**config.mk**
```make
export PLATFORM = sky130hd
export DESIGN_NAME = fifo_burst_unpacker_flat
export DESIGN_NICKNAME = d
export VERILOG_FILES = /design/src/rtl/fifo_burst_unpacker_if.sv /design/src/rtl/fifo_burst_unpacker.sv /design/src/flat_wrapper.sv
export SDC_FILE = /design/constraint.sdc
export NUM_CORES = 2
export LEC_CHECK = 0
export CAP_MARGIN = 20
export CORE_ASPECT_RATIO = 0.75
export CORE_MARGIN = 4
export CORE_UTILIZATION = 29
export CTS_CLUSTER_SIZE = 24
export DETAILED_ROUTE_END_ITERATION = 10
export PLACE_DENSITY = 0.5
export SLEW_MARGIN = 40
export SYNTH_ARGS = -nofsm -noshare
export SYNTH_HDL_FRONTEND = slang
export SYNTH_SLANG_ARGS = --single-unit
```
**constraint.sdc**
```tcl
create_clock -name clk -period 2.8 [get_ports clk]
set_input_delay 0.28 -clock clk [delete_from_list [all_inputs] [get_ports clk]]
set_output_delay 0.28 -clock clk [all_outputs]
set_load 0.01 [all_outputs]
```
**src/rtl/fifo_burst_unpacker_if.sv**
```systemverilog
// Bundles the burst input side and the sample output stream of fifo_burst_unpacker.
// The slave modport belongs to the unpacker; master is the producer/consumer side.
interface fifo_burst_unpacker_if #(
    parameter int unsigned SAMPLE_W    = 24,
    parameter int unsigned MAX_SAMPLES = 32,
    parameter int unsigned NUM_W       = 6,
    parameter int unsigned DROP_W      = 8
);
    localparam int unsigned IDX_W = $clog2(MAX_SAMPLES);

    logic [SAMPLE_W*MAX_SAMPLES-1:0] fifo_data;
    logic [NUM_W-1:0]                num_samples;
    logic                            data_ready;
    logic [SAMPLE_W-1:0]             sample_data;
    logic                            sample_valid;
    logic                            sample_ready;
    logic [IDX_W-1:0]                sample_index;
    logic                            burst_done;
    logic                            busy;
    logic                            overflow;
    logic                            overflow_clr;
    logic [DROP_W-1:0]               dropped_count;

    modport master (
        output fifo_data, num_samples, data_ready, sample_ready, overflow_clr,
        input  sample_data, sample_valid, sample_index, burst_done, busy, overflow,
               dropped_count
    );

    modport slave (
        input  fifo_data, num_samples, data_ready, sample_ready, overflow_clr,
        output sample_data, sample_valid, sample_index, burst_done, busy, overflow,
               dropped_count
    );
endinterface

```
**src/rtl/fifo_burst_unpacker.sv**
```systemverilog
// Captures a packed burst of samples on a data_ready rising edge and replays it
// oldest-first on a valid/ready stream; bursts arriving mid-drain are dropped and counted.
module fifo_burst_unpacker #(
    parameter int unsigned SAMPLE_W    = 24,
    parameter int unsigned MAX_SAMPLES = 32,
    parameter int unsigned NUM_W       = 6,
    parameter int unsigned DROP_W      = 8
) (
    input logic                   clk,
    input logic                   reset,
    fifo_burst_unpacker_if.slave  bus
);
    localparam int unsigned IDX_W = $clog2(MAX_SAMPLES);
    localparam int unsigned DATA_W = SAMPLE_W * MAX_SAMPLES;

    typedef enum logic [1:0] {StIdle, StStream, StDone} state_e;

    state_e              state_q, state_d;
    logic [DATA_W-1:0]   shadow_q, shadow_d;
    logic [NUM_W-1:0]    count_q, count_d;
    logic [IDX_W-1:0]    index_q, index_d;
    logic                dr_q;
    logic                overflow_q, overflow_d;
    logic [DROP_W-1:0]   dropped_q, dropped_d;

    logic                new_burst;
    logic                drop;
    logic                last;

    assign new_burst = bus.data_ready & ~dr_q;
    assign drop      = new_burst & (state_q != StIdle);
    assign last      = (NUM_W'(index_q) == count_q - NUM_W'(1));

    always_comb begin
        state_d = state_q;
        shadow_d = shadow_q;
        count_d = count_q;
        index_d = index_q;
        unique case (state_q)
            StIdle: begin
                if (new_burst && bus.num_samples != '0) begin
                    shadow_d = bus.fifo_data;
                    count_d  = (bus.num_samples > NUM_W'(MAX_SAMPLES)) ?
                               NUM_W'(MAX_SAMPLES) : bus.num_samples;
                    index_d  = '0;
                    state_d  = StStream;
                end
            end
            StStream: begin
                if (bus.sample_ready) begin
                    if (last) state_d = StDone;
                    else      index_d = index_q + IDX_W'(1);
                end
            end
            StDone: state_d = StIdle;
            default: state_d = StIdle;
        endcase
    end

    // A drop in the same cycle as a clear wins, leaving a fresh count of one.
    always_comb begin
        overflow_d = overflow_q;
        dropped_d  = dropped_q;
        if (drop) begin
            overflow_d = 1'b1;
            if (bus.overflow_clr)       dropped_d = DROP_W'(1);
            else if (dropped_q != '1)   dropped_d = dropped_q + DROP_W'(1);
        end else if (bus.overflow_clr) begin
            overflow_d = 1'b0;
            dropped_d  = '0;
        end
    end

    always_ff @(posedge clk) begin
        if (reset) begin
            state_q    <= StIdle;
            shadow_q   <= '0;
            count_q    <= '0;
            index_q    <= '0;
            dr_q       <= 1'b1;
            overflow_q <= 1'b0;
            dropped_q  <= '0;
        end else begin
            state_q    <= state_d;
            shadow_q   <= shadow_d;
            count_q    <= count_d;
            index_q    <= index_d;
            dr_q       <= bus.data_ready;
            overflow_q <= overflow_d;
            dropped_q  <= dropped_d;
        end
    end

    assign bus.sample_data   = shadow_q[index_q*SAMPLE_W +: SAMPLE_W];
    assign bus.sample_valid  = (state_q == StStream);
    assign bus.sample_index  = index_q;
    assign bus.burst_done    = (state_q == StDone);
    assign bus.busy          = (state_q != StIdle);
    assign bus.overflow      = overflow_q;
    assign bus.dropped_count = dropped_q;
endmodule

```
**src/flat_wrapper.sv**
```systemverilog
// flat-port wrapper written by rule: the top's interface ports become plain ports
module fifo_burst_unpacker_flat 
#(
    parameter int unsigned SAMPLE_W    = 24,
    parameter int unsigned MAX_SAMPLES = 32,
    parameter int unsigned NUM_W       = 6,
    parameter int unsigned DROP_W      = 8
)
  (clk, reset, bus_fifo_data, bus_num_samples, bus_data_ready, bus_sample_ready, bus_overflow_clr, bus_sample_data, bus_sample_valid, bus_sample_index, bus_burst_done, bus_busy, bus_overflow, bus_dropped_count);
  fifo_burst_unpacker_if #(.SAMPLE_W(SAMPLE_W), .MAX_SAMPLES(MAX_SAMPLES), .NUM_W(NUM_W), .DROP_W(DROP_W)) bus_i ();
  input logic clk;
  input logic reset;
  input wire logic [$bits(bus_i.fifo_data)-1:0] bus_fifo_data;
  input wire logic [$bits(bus_i.num_samples)-1:0] bus_num_samples;
  input wire logic [$bits(bus_i.data_ready)-1:0] bus_data_ready;
  input wire logic [$bits(bus_i.sample_ready)-1:0] bus_sample_ready;
  input wire logic [$bits(bus_i.overflow_clr)-1:0] bus_overflow_clr;
  output wire logic [$bits(bus_i.sample_data)-1:0] bus_sample_data;
  output wire logic [$bits(bus_i.sample_valid)-1:0] bus_sample_valid;
  output wire logic [$bits(bus_i.sample_index)-1:0] bus_sample_index;
  output wire logic [$bits(bus_i.burst_done)-1:0] bus_burst_done;
  output wire logic [$bits(bus_i.busy)-1:0] bus_busy;
  output wire logic [$bits(bus_i.overflow)-1:0] bus_overflow;
  output wire logic [$bits(bus_i.dropped_count)-1:0] bus_dropped_count;
  assign bus_i.fifo_data = bus_fifo_data;
  assign bus_i.num_samples = bus_num_samples;
  assign bus_i.data_ready = bus_data_ready;
  assign bus_i.sample_ready = bus_sample_ready;
  assign bus_i.overflow_clr = bus_overflow_clr;
  assign bus_sample_data = bus_i.sample_data;
  assign bus_sample_valid = bus_i.sample_valid;
  assign bus_sample_index = bus_i.sample_index;
  assign bus_burst_done = bus_i.burst_done;
  assign bus_busy = bus_i.busy;
  assign bus_overflow = bus_i.overflow;
  assign bus_dropped_count = bus_i.dropped_count;
  fifo_burst_unpacker #(.SAMPLE_W(SAMPLE_W), .MAX_SAMPLES(MAX_SAMPLES), .NUM_W(NUM_W), .DROP_W(DROP_W)) u_core (.clk(clk), .reset(reset), .bus(bus_i));
endmodule
```
==> impl_results.html <==
<table>
<tr><th>Metric</th><th>Value</th></tr>
<tr><th colspan="2">Status</th></tr>
<tr><td>Status</td><td>complete, but fails checks</td></tr>
<tr><td>Failing checks</td><td>negative setup slack</td></tr>
<tr><th colspan="2">Drt</th></tr>
<tr><td>Number of DRC violations after detailed-routing iteration 0</td><td>3,428</td></tr>
<tr><td>Count of vias placed by the detailed router</td><td>31,620</td></tr>
<tr><td>Total wire length</td><td>170,900 um</td></tr>
<tr><td>Count of antenna-violating nets left after detailed routing</td><td>0</td></tr>
<tr><td>Number of remaining DRC errors</td><td>0</td></tr>
<tr><td>Via-to-Cell Ratio</td><td>5.135</td></tr>
<tr><td>Count of TritonRoute iterations in the first routing pass</td><td>5</td></tr>
<tr><td>Average detailed-routed wire length per instance</td><td>27.76 um</td></tr>
<tr><th colspan="2">Critical path</th></tr>
<tr><td>Crit path DAT</td><td>3.24 ns</td></tr>
<tr><td>Most common cell type on the critical path</td><td>sky130_fd_sc_hd__buf_8</td></tr>
<tr><td>Reg-to-reg endpoint</td><td>u_core.shadow_q[324]</td></tr>
<tr><td>Worst Reg2Reg Path Length in Cells</td><td>6</td></tr>
<tr><td>Type of the worst setup path</td><td>reg -&gt; out</td></tr>
<tr><td>Critical Path End Type</td><td>output port</td></tr>
<tr><td>Crit Path Max Fanout</td><td>7</td></tr>
<tr><td>Register-to-register setup slack</td><td>0.38 ns</td></tr>
<tr><td>List of cells traversed by the critical path</td><td>buf_8 -&gt; buf_12 -&gt; buf_16 -&gt; buf_8 -&gt; mux4_2 -&gt; mux4_2 -&gt; mux2_4 -&gt; buf_8</td></tr>
<tr><td>Data required time of the critical path</td><td>2.52 ns</td></tr>
<tr><td>Reg-to-reg startpoint</td><td>u_core.state_q[0]</td></tr>
<tr><td>Highest-delay cell along the critical path</td><td>sky130_fd_sc_hd__mux4_2</td></tr>
<tr><td>Maximum cell stage delay along the critical path</td><td>0.58 ns</td></tr>
<tr><td>Launching element type of the critical path</td><td>flip-flop</td></tr>
<tr><th colspan="2">Timing</th></tr>
<tr><td>Skew final</td><td>0.02502 ns</td></tr>
<tr><td>Min setup slack post-route</td><td>-0.7242 ns</td></tr>
<tr><td>Final-layout worst hold slack</td><td>0.1606 ns</td></tr>
<tr><td>Final setup violating endpoints</td><td>24</td></tr>
<tr><td>Number of max-slew violations in the final report</td><td>0</td></tr>
<tr><td>TNS Setup</td><td>-15.72 ns</td></tr>
<tr><td>Final Hold Fails</td><td>0</td></tr>
<tr><td>Unrepaired setup endpoints after global routing</td><td>yes</td></tr>
<tr><td>Actual slew at the worst max-slew pin</td><td>0.8388 ns</td></tr>
<tr><td>Tightest slew margin relative to the limit</td><td>0.4408</td></tr>
<tr><td>Peak clock frequency supported by timing</td><td>0.2838 GHz</td></tr>
<tr><td>Part of the cycle the worst path needs</td><td>1.259</td></tr>
<tr><td>Tmin final</td><td>3.524 ns</td></tr>
<tr><th colspan="2">Logic synthesis</th></tr>
<tr><td>Post-synth design cell area</td><td>0.03324 mm2</td></tr>
<tr><td>Most used DFF post-synth</td><td>sky130_fd_sc_hd__dfxtp_1</td></tr>
<tr><td>Synthesized Nets</td><td>4,576</td></tr>
<tr><td>Distinct cell type count after synthesis</td><td>48</td></tr>
<tr><td>Yosys synthesis warning count</td><td>0</td></tr>
<tr><td>Synthesized flop and latch total</td><td>791</td></tr>
<tr><td>Mean instance size in the synthesized netlist</td><td>8.762 um2</td></tr>
<tr><td>Ranking of synthesized cells by area</td><td>sky130_fd_sc_hd__dfxtp_1, sky130_fd_sc_hd__nand2_1, sky130_fd_sc_hd__mux4_2</td></tr>
<tr><td>Fraction of registers with async set/reset</td><td>0</td></tr>
<tr><td>Area leader, netlist</td><td>sky130_fd_sc_hd__dfxtp_1</td></tr>
<tr><td>Synthesized instance count</td><td>3,794</td></tr>
<tr><td>Area share of the leading cell type in the synthesized netlist</td><td>0.4763</td></tr>
<tr><td>Most numerous cell types in the synthesized netlist</td><td>sky130_fd_sc_hd__nand2_1, sky130_fd_sc_hd__dfxtp_1, sky130_fd_sc_hd__a21oi_1</td></tr>
<tr><td>Post-synth EDFFs</td><td>0</td></tr>
<tr><td>Sequential fraction of the synthesis area</td><td>0.4763</td></tr>
<tr><td>Most instantiated library cell after synthesis</td><td>sky130_fd_sc_hd__nand2_1</td></tr>
<tr><th colspan="2">CTS</th></tr>
<tr><td>Total CTS buffers</td><td>83</td></tr>
<tr><td>TritonCTS clock tree</td><td>built</td></tr>
<tr><td>CTS H-Tree Depth</td><td>3</td></tr>
<tr><td>Number of clock sinks seen by CTS</td><td>791</td></tr>
<tr><td>Hold buffer count at CTS</td><td>0</td></tr>
<tr><td>Clk Latency, worst-skew pair</td><td>0.67 ns</td></tr>
<tr><td>Cell chosen for the clock root</td><td>sky130_fd_sc_hd__clkbuf_16</td></tr>
<tr><td>Maximum buffer depth of the clock tree</td><td>3</td></tr>
<tr><td>Register clock-pin slew on the reported worst setup and hold paths</td><td>0.06 ns</td></tr>
<tr><th colspan="2">Power and ir drop</th></tr>
<tr><td>Post-layout total power</td><td>26.66 mW</td></tr>
<tr><td>VDD IR max</td><td>0.3968 mV</td></tr>
<tr><td>Power density over the cells</td><td>563.0 mW/mm2</td></tr>
<tr><td>Leakage power of the design</td><td>16.06 nW</td></tr>
<tr><th colspan="2">Min path</th></tr>
<tr><td>Cell depth of the worst hold path</td><td>3</td></tr>
<tr><td>Path category of the worst min-delay check</td><td>in -&gt; reg</td></tr>
<tr><td>Worst min-delay path startpoint</td><td>bus_fifo_data[54]</td></tr>
<tr><td>Endpoint with the worst hold slack</td><td>u_core.shadow_q[54]</td></tr>
<tr><th colspan="2">Floorplanning</th></tr>
<tr><td>Die outline width</td><td>399.0 um</td></tr>
<tr><td>Chip height</td><td>301.2 um</td></tr>
<tr><td>Ports</td><td>820</td></tr>
<tr><td>Effective utilization at floorplan</td><td>0.2925</td></tr>
<tr><td>Row count</td><td>107</td></tr>
<tr><td>Die area</td><td>0.1202 mm2</td></tr>
<tr><td>Core footprint</td><td>0.1137 mm2</td></tr>
<tr><th colspan="2">Global route</th></tr>
<tr><td>Number of global-route vias before repair</td><td>29,740</td></tr>
<tr><td>Maximum number of pins on one net before global-route repair</td><td>105</td></tr>
<tr><td>Overflow left after global routing</td><td>0</td></tr>
<tr><td>Global Route Usage Sum</td><td>0.2715</td></tr>
<tr><td>First-pass GRT wire length</td><td>229,500 um</td></tr>
<tr><td>Number of antenna violations at the first check in global routing</td><td>20</td></tr>
<tr><th colspan="2">Place</th></tr>
<tr><td>Number of buffers added on ports</td><td>819</td></tr>
<tr><td>HPWL reported at the end of detailed placement</td><td>136,600 um</td></tr>
<tr><td>Final weighted congestion in routability-driven placement</td><td>0.9876</td></tr>
<tr><td>Worst setup slack after placement</td><td>-0.3486 ns</td></tr>
<tr><th colspan="2">Layout</th></tr>
<tr><td>Net count, final</td><td>5,339</td></tr>
<tr><td>Syn-to-layout area delta</td><td>42.45%</td></tr>
<tr><td>Fraction of final layout cells with drive strength greater than 1</td><td>0.1329</td></tr>
<tr><td>Final core utilization</td><td>0.4167</td></tr>
<tr><th colspan="2">Job</th></tr>
<tr><td>Number of violations of the max-capacitance limit</td><td>0</td></tr>
</table>
[metal layers]
layer	global-route usage	share of wire	vias to the layer above
met1	0.4069	0.46	15610
met2	0.3755	0.40	1481
met5	0	0.00095	-
met3	0.09416	0.11	140
met4	0.05040	0.017	4
li1	-	-	14390
[critical path, delay by kind of cell, from the launching register on]
kind / cells / cell delay (ns)
DFF: 1 / 0.40
buffers and inverters: 5 / 0.74
muxes: 3 / 1.43
[area by class of cell]
cell class | instances | area (um2)
clock inverters | 30 | 360.3
repair buffers | 997 | 10590
well taps | 1526 | 1909
multi-input cells | 2678 | 16110
fillers | 11120 | 66300
inverters | 6 | 22.52
clock buffers | 119 | 2485
diodes | 10 | 25.02
flip-flops and latches | 791 | 15850
[timing repair]
item                       CTS  global route
resized for setup          147            20
setup endpoints to repair   24            24
gates cloned                 5             1
setup buffers               27             7
[cell usage in the layout, fill, tap and decap left out, types with 3 or more instances in the layout]
cell	n
sky130_fd_sc_hd__a21oi_1	777
sky130_fd_sc_hd__and3_1	3
sky130_fd_sc_hd__buf_12	60
sky130_fd_sc_hd__buf_16	7
sky130_fd_sc_hd__buf_2	3
sky130_fd_sc_hd__buf_4	89
sky130_fd_sc_hd__buf_6	31
sky130_fd_sc_hd__buf_8	10
sky130_fd_sc_hd__bufinv_16	6
sky130_fd_sc_hd__clkbuf_1	11
sky130_fd_sc_hd__clkbuf_16	86
sky130_fd_sc_hd__clkbuf_8	23
sky130_fd_sc_hd__clkdlybuf4s50_1	794
sky130_fd_sc_hd__clkinv_2	11
sky130_fd_sc_hd__clkinv_4	3
sky130_fd_sc_hd__clkinvlp_4	3
sky130_fd_sc_hd__dfxtp_1	786
sky130_fd_sc_hd__dfxtp_4	4
sky130_fd_sc_hd__diode_2	10
sky130_fd_sc_hd__ha_1	3
sky130_fd_sc_hd__inv_1	5
sky130_fd_sc_hd__inv_6	5
sky130_fd_sc_hd__mux2_4	23
sky130_fd_sc_hd__mux4_2	240
sky130_fd_sc_hd__nand2_1	1555
sky130_fd_sc_hd__nand2b_1	4
sky130_fd_sc_hd__nand3_1	3
sky130_fd_sc_hd__nand3b_1	5
sky130_fd_sc_hd__nand4_1	3
sky130_fd_sc_hd__nor2_1	13
sky130_fd_sc_hd__nor2b_1	3
sky130_fd_sc_hd__or2_1	3
sky130_fd_sc_hd__xnor2_1	3
sky130_fd_sc_hd__xor2_1	10
[state kept, by name (all words and copies together) (netlist names)]
| signal | flops |
|---|---|
| u_core.bus.dropped_count | 8 |
| u_core.bus.overflow | 1 |
| u_core.bus.sample_index | 5 |
| u_core.count_q | 6 |
| u_core.dr_q | 1 |
| u_core.shadow_q | 768 |
| u_core.state_q | 2 |
[kinds of logic after synthesis]
kind of cell,after synthesis,share of synthesized area
flip-flops,791,0.4763
XOR/XNOR,13,0.003425
AND/OR/NAND/NOR,1601,0.1835
buffers and inverters,325,0.04245
adder cells (fa/ha/maj),3,0.001129
AO/OA/AOI/OAI,795,0.1219
multiplexers,266,0.1713
[power by group]
part | leakage, nW | total (mW) | internal, mW | switching (mW)
combinational | 8.23 | 3.02 | 1.65 | 1.37
clock | 1.40 | 11.6 | 6.75 | 4.90
sequential | 6.42 | 12.0 | 11.6 | 0.371
[through the flow]
stage	std cells	area [um2]
floorplan	3794	33240
global placement	5960	43760
detailed placement	5960	43760
CTS	6141	47230
global route	6147	47330
finish	6157	47360
[worst max-delay path by stage]
stage / cells past startpoint / start / to
2_1_floorplan: 6 / u_core.bus.sample_index[1] / bus_sample_data[10]
3_3_place_gp: 7 / u_core.bus.sample_index[0] / bus_sample_data[9]
3_5_place_dp: 7 / u_core.bus.sample_index[0] / bus_sample_data[9]
4_1_cts: 9 / u_core.bus.sample_index[0] / bus_sample_data[0]
5_1_grt: 9 / u_core.bus.sample_index[0] / bus_sample_data[20]
6_report: 8 / u_core.bus.sample_index[0] / bus_sample_data[0]
Power figures use the tool's default switching activity.
